**src/rtl/countdown_pkg.sv**
```systemverilog
// Shared types and constants for the minute:second countdown timer.
package countdown_pkg;

  // Width of the minute and second fields.
  localparam int CNT_W = 6;

  // Default wrap limit for both fields (0..59).
  localparam int MAX_VAL_DEFAULT = 59;

  // Default number of 1 Hz ticks the alarm stays up.
  localparam int ALARM_TICKS_DEFAULT = 10;

  // Timer control states.
  typedef enum logic [1:0] {
    ST_IDLE  = 2'd0,
    ST_RUN   = 2'd1,
    ST_PAUSE = 2'd2,
    ST_ALARM = 2'd3
  } state_e;

endpackage

```
**src/rtl/countdown_timer_if.sv**
```systemverilog
// Button/tick inputs and display/buzzer outputs of the countdown timer.
interface countdown_timer_if;
  import countdown_pkg::*;

  logic             tick_1hz;
  logic             start_stop;
  logic             clear;
  logic             inc_min;
  logic             inc_sec;
  logic [CNT_W-1:0] cnt_min;
  logic [CNT_W-1:0] cnt_sec;
  logic             running;
  logic             alarm;
  logic             borrow_min;
  logic             done;

  // Stimulus side: drives the pulses, observes the display/buzzer outputs.
  modport master (
    output tick_1hz, start_stop, clear, inc_min, inc_sec,
    input  cnt_min, cnt_sec, running, alarm, borrow_min, done
  );

  // Timer side.
  modport slave (
    input  tick_1hz, start_stop, clear, inc_min, inc_sec,
    output cnt_min, cnt_sec, running, alarm, borrow_min, done
  );

endinterface

```
**src/rtl/mod60_down_cnt.sv**
```systemverilog
// Wrapping 0..MAX_VAL up/down counter for one time field.
// borrow_o flags a decrement applied at zero so it can be chained into
// the next-higher field.
module mod60_down_cnt
  import countdown_pkg::*;
#(
  parameter int MAX_VAL = MAX_VAL_DEFAULT
) (
  input  logic             clk,
  input  logic             rst_n,
  input  logic             inc_i,
  input  logic             dec_i,
  input  logic             clr_i,
  output logic [CNT_W-1:0] value_o,
  output logic             zero_o,
  output logic             borrow_o
);

  localparam logic [CNT_W-1:0] MAX_V = CNT_W'(MAX_VAL);

  logic [CNT_W-1:0] value_q;
  logic [CNT_W-1:0] value_d;

  // Next field value: clear wins, then decrement, then increment.
  always_comb begin
    value_d = value_q;
    if (clr_i) begin
      value_d = {CNT_W{1'b0}};
    end else if (dec_i) begin
      if (value_q == {CNT_W{1'b0}}) begin
        value_d = MAX_V;
      end else begin
        value_d = value_q - 6'd1;
      end
    end else if (inc_i) begin
      if (value_q == MAX_V) begin
        value_d = {CNT_W{1'b0}};
      end else begin
        value_d = value_q + 6'd1;
      end
    end else begin
      value_d = value_q;
    end
  end

  // Field register.
  always_ff @(posedge clk or negedge rst_n) begin
    if (!rst_n) begin
      value_q <= {CNT_W{1'b0}};
    end else begin
      value_q <= value_d;
    end
  end

  assign value_o  = value_q;
  assign zero_o   = (value_q == {CNT_W{1'b0}});
  assign borrow_o = dec_i & ~clr_i & (value_q == {CNT_W{1'b0}});

endmodule

```
**src/rtl/countdown_timer.sv**
```systemverilog
// Minute:second countdown timer: set with increment buttons, run/pause on
// one button, decrement once per 1 Hz tick, alarm for a fixed number of
// ticks on reaching 00:00.
module countdown_timer
  import countdown_pkg::*;
#(
  parameter int MAX_VAL     = MAX_VAL_DEFAULT,
  parameter int ALARM_TICKS = ALARM_TICKS_DEFAULT
) (
  input  logic               clk,
  input  logic               rst_n,
  countdown_timer_if.slave   bus_if
);

  localparam int               AW       = $clog2(ALARM_TICKS + 1);
  localparam logic [AW-1:0]    ALM_LAST = AW'(ALARM_TICKS - 1);

  state_e           state_q, state_d;
  logic [AW-1:0]    alm_cnt_q, alm_cnt_d;
  logic             running_q, running_d;
  logic             alarm_q, alarm_d;
  logic             borrow_q, borrow_d;
  logic             done_q, done_d;

  logic             clr_ev, ss_ev, tick_ev, inc_ok;
  logic             sec_inc, sec_dec, sec_borrow, sec_zero;
  logic             min_inc, min_zero;
  logic             time_zero, last_sec;
  logic [CNT_W-1:0] sec_value, min_value;

  // One event per cycle: clear > start_stop > tick > increments; losers drop.
  assign clr_ev  = bus_if.clear;
  assign ss_ev   = bus_if.start_stop & ~bus_if.clear;
  assign tick_ev = bus_if.tick_1hz & ~bus_if.clear & ~bus_if.start_stop;
  assign inc_ok  = ~bus_if.clear & ~bus_if.start_stop & ~bus_if.tick_1hz;

  assign time_zero = sec_zero & min_zero;
  assign last_sec  = min_zero & (sec_value == 6'd1);

  // Increments only in IDLE; decrement only in RUN with time left, so the
  // minute field never wraps downward.
  assign sec_inc = (state_q == ST_IDLE) & inc_ok & bus_if.inc_sec;
  assign min_inc = (state_q == ST_IDLE) & inc_ok & bus_if.inc_min;
  assign sec_dec = (state_q == ST_RUN) & tick_ev & ~time_zero;

  mod60_down_cnt #(.MAX_VAL(MAX_VAL)) u_sec (
    .clk      (clk),
    .rst_n    (rst_n),
    .inc_i    (sec_inc),
    .dec_i    (sec_dec),
    .clr_i    (clr_ev),
    .value_o  (sec_value),
    .zero_o   (sec_zero),
    .borrow_o (sec_borrow)
  );

  mod60_down_cnt #(.MAX_VAL(MAX_VAL)) u_min (
    .clk      (clk),
    .rst_n    (rst_n),
    .inc_i    (min_inc),
    .dec_i    (sec_borrow),
    .clr_i    (clr_ev),
    .value_o  (min_value),
    .zero_o   (min_zero),
    .borrow_o ()
  );

  // Next state, alarm tick count and next values of the pulse/level outputs.
  always_comb begin
    state_d   = state_q;
    alm_cnt_d = alm_cnt_q;
    case (state_q)
      ST_IDLE: begin
        alm_cnt_d = {AW{1'b0}};
        if (ss_ev && !time_zero) begin
          state_d = ST_RUN;
        end else begin
          state_d = ST_IDLE;
        end
      end
      ST_RUN: begin
        alm_cnt_d = {AW{1'b0}};
        if (clr_ev) begin
          state_d = ST_IDLE;
        end else if (ss_ev) begin
          state_d = ST_PAUSE;
        end else if (tick_ev && last_sec) begin
          state_d = ST_ALARM;
        end else begin
          state_d = ST_RUN;
        end
      end
      ST_PAUSE: begin
        alm_cnt_d = {AW{1'b0}};
        if (clr_ev) begin
          state_d = ST_IDLE;
        end else if (ss_ev) begin
          state_d = ST_RUN;
        end else begin
          state_d = ST_PAUSE;
        end
      end
      ST_ALARM: begin
        if (clr_ev || ss_ev) begin
          state_d   = ST_IDLE;
          alm_cnt_d = {AW{1'b0}};
        end else if (tick_ev) begin
          if (alm_cnt_q == ALM_LAST) begin
            state_d   = ST_IDLE;
            alm_cnt_d = {AW{1'b0}};
          end else begin
            state_d   = ST_ALARM;
            alm_cnt_d = alm_cnt_q + 1'b1;
          end
        end else begin
          state_d   = ST_ALARM;
          alm_cnt_d = alm_cnt_q;
        end
      end
      default: begin
        state_d   = ST_IDLE;
        alm_cnt_d = {AW{1'b0}};
      end
    endcase

    running_d = (state_d == ST_RUN);
    alarm_d   = (state_d == ST_ALARM);
    done_d    = (state_q == ST_RUN) && (state_d == ST_ALARM);
    borrow_d  = sec_borrow;
  end

  // State, alarm tick counter and registered outputs.
  always_ff @(posedge clk or negedge rst_n) begin
    if (!rst_n) begin
      state_q   <= ST_IDLE;
      alm_cnt_q <= {AW{1'b0}};
      running_q <= 1'b0;
      alarm_q   <= 1'b0;
      borrow_q  <= 1'b0;
      done_q    <= 1'b0;
    end else begin
      state_q   <= state_d;
      alm_cnt_q <= alm_cnt_d;
      running_q <= running_d;
      alarm_q   <= alarm_d;
      borrow_q  <= borrow_d;
      done_q    <= done_d;
    end
  end

  assign bus_if.cnt_min    = min_value;
  assign bus_if.cnt_sec    = sec_value;
  assign bus_if.running    = running_q;
  assign bus_if.alarm      = alarm_q;
  assign bus_if.borrow_min = borrow_q;
  assign bus_if.done       = done_q;

endmodule
```
**src/flat_wrapper.sv**
```systemverilog
// flat-port wrapper written by rule: the top's interface ports become plain ports
module countdown_timer_flat import countdown_pkg::*;
#(
  parameter int MAX_VAL     = MAX_VAL_DEFAULT,
  parameter int ALARM_TICKS = ALARM_TICKS_DEFAULT
)
  (clk, rst_n, bus_if_tick_1hz, bus_if_start_stop, bus_if_clear, bus_if_inc_min, bus_if_inc_sec, bus_if_cnt_min, bus_if_cnt_sec, bus_if_running, bus_if_alarm, bus_if_borrow_min, bus_if_done);
  countdown_timer_if bus_if_i ();
  input  logic clk;
  input  logic rst_n;
  input wire logic [$bits(bus_if_i.tick_1hz)-1:0] bus_if_tick_1hz;
  input wire logic [$bits(bus_if_i.start_stop)-1:0] bus_if_start_stop;
  input wire logic [$bits(bus_if_i.clear)-1:0] bus_if_clear;
  input wire logic [$bits(bus_if_i.inc_min)-1:0] bus_if_inc_min;
  input wire logic [$bits(bus_if_i.inc_sec)-1:0] bus_if_inc_sec;
  output wire logic [$bits(bus_if_i.cnt_min)-1:0] bus_if_cnt_min;
  output wire logic [$bits(bus_if_i.cnt_sec)-1:0] bus_if_cnt_sec;
  output wire logic [$bits(bus_if_i.running)-1:0] bus_if_running;
  output wire logic [$bits(bus_if_i.alarm)-1:0] bus_if_alarm;
  output wire logic [$bits(bus_if_i.borrow_min)-1:0] bus_if_borrow_min;
  output wire logic [$bits(bus_if_i.done)-1:0] bus_if_done;
  assign bus_if_i.tick_1hz = bus_if_tick_1hz;
  assign bus_if_i.start_stop = bus_if_start_stop;
  assign bus_if_i.clear = bus_if_clear;
  assign bus_if_i.inc_min = bus_if_inc_min;
  assign bus_if_i.inc_sec = bus_if_inc_sec;
  assign bus_if_cnt_min = bus_if_i.cnt_min;
  assign bus_if_cnt_sec = bus_if_i.cnt_sec;
  assign bus_if_running = bus_if_i.running;
  assign bus_if_alarm = bus_if_i.alarm;
  assign bus_if_borrow_min = bus_if_i.borrow_min;
  assign bus_if_done = bus_if_i.done;
  countdown_timer #(.MAX_VAL(MAX_VAL), .ALARM_TICKS(ALARM_TICKS)) u_core (.clk(clk), .rst_n(rst_n), .bus_if(bus_if_i));
endmodule
```
**config.mk**
```make
export PLATFORM = sky130hd
export DESIGN_NAME = countdown_timer_flat
export DESIGN_NICKNAME = d
export VERILOG_FILES = /design/src/rtl/countdown_pkg.sv /design/src/rtl/countdown_timer_if.sv /design/src/rtl/mod60_down_cnt.sv /design/src/rtl/countdown_timer.sv /design/src/flat_wrapper.sv
export SDC_FILE = /design/constraint.sdc
export NUM_CORES = 1
export LEC_CHECK = 0
export CAP_MARGIN = 20
export CORE_ASPECT_RATIO = 0.6
export CORE_UTILIZATION = 50
export CTS_CLUSTER_SIZE = 10
export DETAILED_ROUTE_END_ITERATION = 7
export GPL_TIMING_DRIVEN = 0
export PLACE_DENSITY_LB_ADDON = 0.12
export SLEW_MARGIN = 20
export SYNTH_ARGS = -nofsm -noshare
export SYNTH_HDL_FRONTEND = slang
export SYNTH_SLANG_ARGS = --single-unit
```
**constraint.sdc**
```tcl
create_clock -name clk -period 4.3 [get_ports clk]
set_clock_uncertainty 0.15 [all_clocks]
set_input_delay 0.86 -clock clk [delete_from_list [all_inputs] [get_ports clk]]
set_output_delay 0.86 -clock clk [all_outputs]
set_load 0.005 [all_outputs]
```
==> qor.log <==
INFO  outcome        run_status=complete, no violations
INFO  sta            finalSetupViolCount=0
INFO  worst_setup_path critical_path.slowest_cell=sky130_fd_sc_hd__clkdlybuf4s50_1
INFO  synth          synth.yosys.seq_area_share=0.337
INFO  floorplanning  die_h=46.3µm
INFO  grt            grt_util_met3=0.0613
INFO  grt            grt.total_usage=0.256
INFO  pwr            irDropWorstVdd=0.236mV
INFO  route          drt_iter0_markers=134
INFO  synth          synthTopCellsByCount=sky130_fd_sc_hd__dfrtp_1 (22), sky130_fd_sc_hd__nor2_1 (16), sky130_fd_sc_hd__nand2_1 (15)
INFO  worst_setup_path critPathLaunchType=input pin
INFO  clocking       worstSkewPairLatency=0.26ns
INFO  synth          synth_top_area_cell=sky130_fd_sc_hd__dfrtp_1
INFO  sta            final_hold_violation_count=0
INFO  grt            met2_usage=0.377
INFO  sta            hold_slack_final=0.394ns
INFO  sta            final_max_slew_viol_count=0
INFO  placed_design  place_ws=1.33ns
INFO  pwr            clock_power_share=0.277
INFO  worst_setup_path critical_path.max_fanout=9
INFO  synth          yosys_register_bits=22
INFO  sta            max_slew.worst_pin.slew=0.786ns
INFO  worst_setup_path crit_startpoint=bus_if_start_stop
INFO  sta            finalWorstSetupSlack=1.60ns
INFO  pwr            combinationalPowerShare=0.367
INFO  clocking       cts_htree_levels=1
INFO  clocking       postCtsResizedCells=0
INFO  synth          synthesis.instances=184
INFO  route          final_antenna_net_count=0
INFO  synth          ys_top_cells_by_area=sky130_fd_sc_hd__dfrtp_1 (34%), sky130_fd_sc_hd__ha_1 (6.1%), sky130_fd_sc_hd__mux2i_1 (3.7%)
INFO  synth          number_of_synthesized_flops_with_an_enable_pin=0
INFO  pwr            intPower=0.471mW
INFO  sta            unrepaired_setup_endpoints_after_global_routing=no
INFO  worst_setup_path cp.required=4.31ns
INFO  worst_setup_path critical-path-top-delay-family=simple AND/OR/NAND/NOR gates
INFO  floorplanning  row_count=15
INFO  layout         flow.area_growth_from_synthesis=19.5%
INFO  layout         fin_cells=250
INFO  grt            grt_first_pass_wirelength=6.49mm
INFO  route          remaining_drc_errors=0
INFO  layout         n_fill_cell=245
INFO  pwr            netSwitchingPower=0.238mW
INFO  layout         diodes=0
INFO  grt            antenna_found_initial=0
INFO  worst_setup_path worst-path-buf-inv=1
INFO  clocking       clock_path_buffers=2
INFO  pwr            leakage=0.838nW
INFO  placed_design  hpwl=2.96mm
INFO  worst_setup_path worst_ep_arrival_time=2.71ns
INFO  clocking       cts_tree=built
INFO  sta            period_share=0.628
INFO  min_path       min-delay-path-class=input pin to async pin
INFO  worst_setup_path r2r_start=u_core.u_sec.value_o[0]
INFO  worst_setup_path cp-end-kind=register
INFO  synth          postSynthNetCount=199
INFO  layout         layout-drive-gt1-share=0.111
INFO  pwr            cell_area_power_density=363mW/mm²
INFO  grt            globalRouteMet1Util=0.374
INFO  clocking       post_cts.repair.setup_buffers=0
INFO  synth          synth_top_area_share=0.337
INFO  layout         stdcell_area=0.00195mm²
INFO  layout         nets=224
INFO  synth          synth_top_flop_cell=sky130_fd_sc_hd__dfrtp_1
INFO  worst_setup_path crit_path_cell_trace=clkdlybuf4s50_1 -> nor4_2 -> nand3_2 -> mux2_2 -> a22o_1
INFO  synth          synth_area_per_cell=8.87µm²
INFO  clocking       cts_inserted_buffers=3
INFO  sta            timing.fmax=370MHz
INFO  placed_design  placedInstanceArea=0.00189mm²
INFO  sta            max_slew_margin=0.472
INFO  placed_design  place_inst=246
INFO  grt            grt_max_degree=23
INFO  worst_setup_path critical_path.max_stage_delay=0.49ns
INFO  synth          synthesis.area=0.00163mm²
INFO  route          routed_wl=3.94mm
INFO  route          first_pass_iters=4
INFO  sta            timing.setup.tns=0ns
INFO  clocking       cts_num_sinks=22
INFO  synth          synth.lib_cells_used.distinct=55
INFO  route          route.vias.total=1539
INFO  grt            grt_pass1_vias=1365
INFO  grt            grt_busiest_layer=met2
INFO  route          detail_route.vias_per_cell=6.16
INFO  floorplanning  boundaryPins=23
INFO  placed_design  place.port_buffers=20
INFO  flow_run       max_cap_violations=0
INFO  route          wl_per_cell=15.8µm
INFO  floorplanning  start_util=0.547
INFO  sta            layout_min_cycle_time=2.70ns
INFO  synth          synth.most_common_cell=sky130_fd_sc_hd__dfrtp_1
INFO  synth          ys_async_sr_fraction=1.00
INFO  placed_design  gpl.final_weighted_congestion=0.891
INFO  pwr            seqPwrFrac=0.356
INFO  worst_setup_path setup.worst_path.class=input pin to register
INFO  pwr            switching_share=0.336
INFO  grt            grt_overflow_total=0
INFO  floorplanning  placeableCoreArea=0.00298mm²
INFO  clocking       cts_root_buf=sky130_fd_sc_hd__clkbuf_8
INFO  clocking       cts_hold_buffers=0
INFO  clocking       cts.reportedPaths.clkPinSlew=0.08ns
INFO  floorplanning  die_w=75.8µm
INFO  synth          synth-warning-count=0
INFO  floorplanning  total_die_area=0.00351mm²
## logic make-up (layout without fill, tap and decap cells)
| kind of cell | after synthesis | after routing | synth area share |
|---|---|---|---|
| AO/OA/AOI/OAI | 46 | 46 | 0.205 |
| XOR/XNOR | 7 | 7 | 0.0375 |
| adder cells (fa/ha/maj) | 8 | 8 | 0.0613 |
| buffers and inverters | 19 | 43 | 0.0582 |
| flip-flops | 22 | 22 | 0.337 |
| multiplexers | 8 | 8 | 0.0506 |
| AND/OR/NAND/NOR | 74 | 74 | 0.251 |
## flip-flops by register name, indices dropped and copies added (netlist names)
signal                    flops
u_core.bus_if.borrow_min      1
u_core.u_sec.value_o          6
u_core.alm_cnt_q              4
u_core.u_min.value_o          6
u_core.bus_if.done            1
u_core.state_q                2
u_core.bus_if.running         1
u_core.bus_if.alarm           1
## worst paths after layout
path / to / slack [ns] / cells past startpoint
worst max-delay path: u_core.u_min.value_o[5] / 1.60 / 5
worst min-delay path: u_core.u_min.value_o[3] / 0.39 / 1
worst max register to register: u_core.u_sec.value_o[0] / 1.66 / 7
worst min register to register: u_core.alm_cnt_q[2] / 0.45 / 2
max in group asynchronous: u_core.alm_cnt_q[2] / 3.28 / 1
min in group clk: u_core.alm_cnt_q[2] / 0.45 / 2
## layer usage
layer | up-vias | share of wire
met1 | 704 | 0.46
met2 | 103 | 0.42
met3 | 9 | 0.11
met5 | - | 0
li1 | 723 | -
met4 | 0 | 0.015
## power by group through the flow
stage	clock [mW]	combinational, mW	sequential, mW
after global placement	0	0.249	0.253
final	0.196	0.260	0.253
after floorplan	0	0.176	0.251
after detailed placement	0	0.256	0.255
after global routing	0.206	0.285	0.256
after CTS	0.198	0.259	0.252
## cell usage in the layout, fill, tap and decap left out, types with 8 or more instances in the layout
cell / synthesis / routed
sky130_fd_sc_hd__dfrtp_1: 22 / 22
sky130_fd_sc_hd__clkdlybuf4s50_1: 0 / 19
sky130_fd_sc_hd__nor2_1: 16 / 16
sky130_fd_sc_hd__nand2_1: 15 / 15
sky130_fd_sc_hd__nand3_1: 11 / 11
sky130_fd_sc_hd__nor3_1: 9 / 9
sky130_fd_sc_hd__a21oi_1: 9 / 9
sky130_fd_sc_hd__inv_1: 8 / 8
sky130_fd_sc_hd__ha_1: 8 / 8
## worst register-to-register path, delay by kind of cell, from the launching register on
family / cells / cell delay [ns]
multiplexers: 1 / 0.34
AO/OA/AOI/OAI: 1 / 0.14
flip-flops: 1 / 0.46
adder cells (fa/ha/maj): 1 / 0.23
buffers and inverters: 2 / 0.29
AND/OR/NAND/NOR: 2 / 0.92
## through the flow
stage	util	power [mW]
after floorplan	-	0.427
after global placement	0.632	0.501
after detailed placement	0.632	0.511
after CTS	0.656	0.709
after global routing	0.654	0.747
final	0.654	0.709
## area by class of cell
class                           count  area [µm²]  area share
Timing Repair Buffer               20         195       0.100
Clock buffer                        3        41.3      0.0212
Tap cell                           42        52.6      0.0269
Inverter                            8        30.0      0.0154
Multi-Input combinational cell    143         987       0.506
Sequential cell                    22         551       0.282
Clock inverter                      1        30.0      0.0154
Buffer                             11        65.1      0.0333
Power figures use the tool's default switching activity.
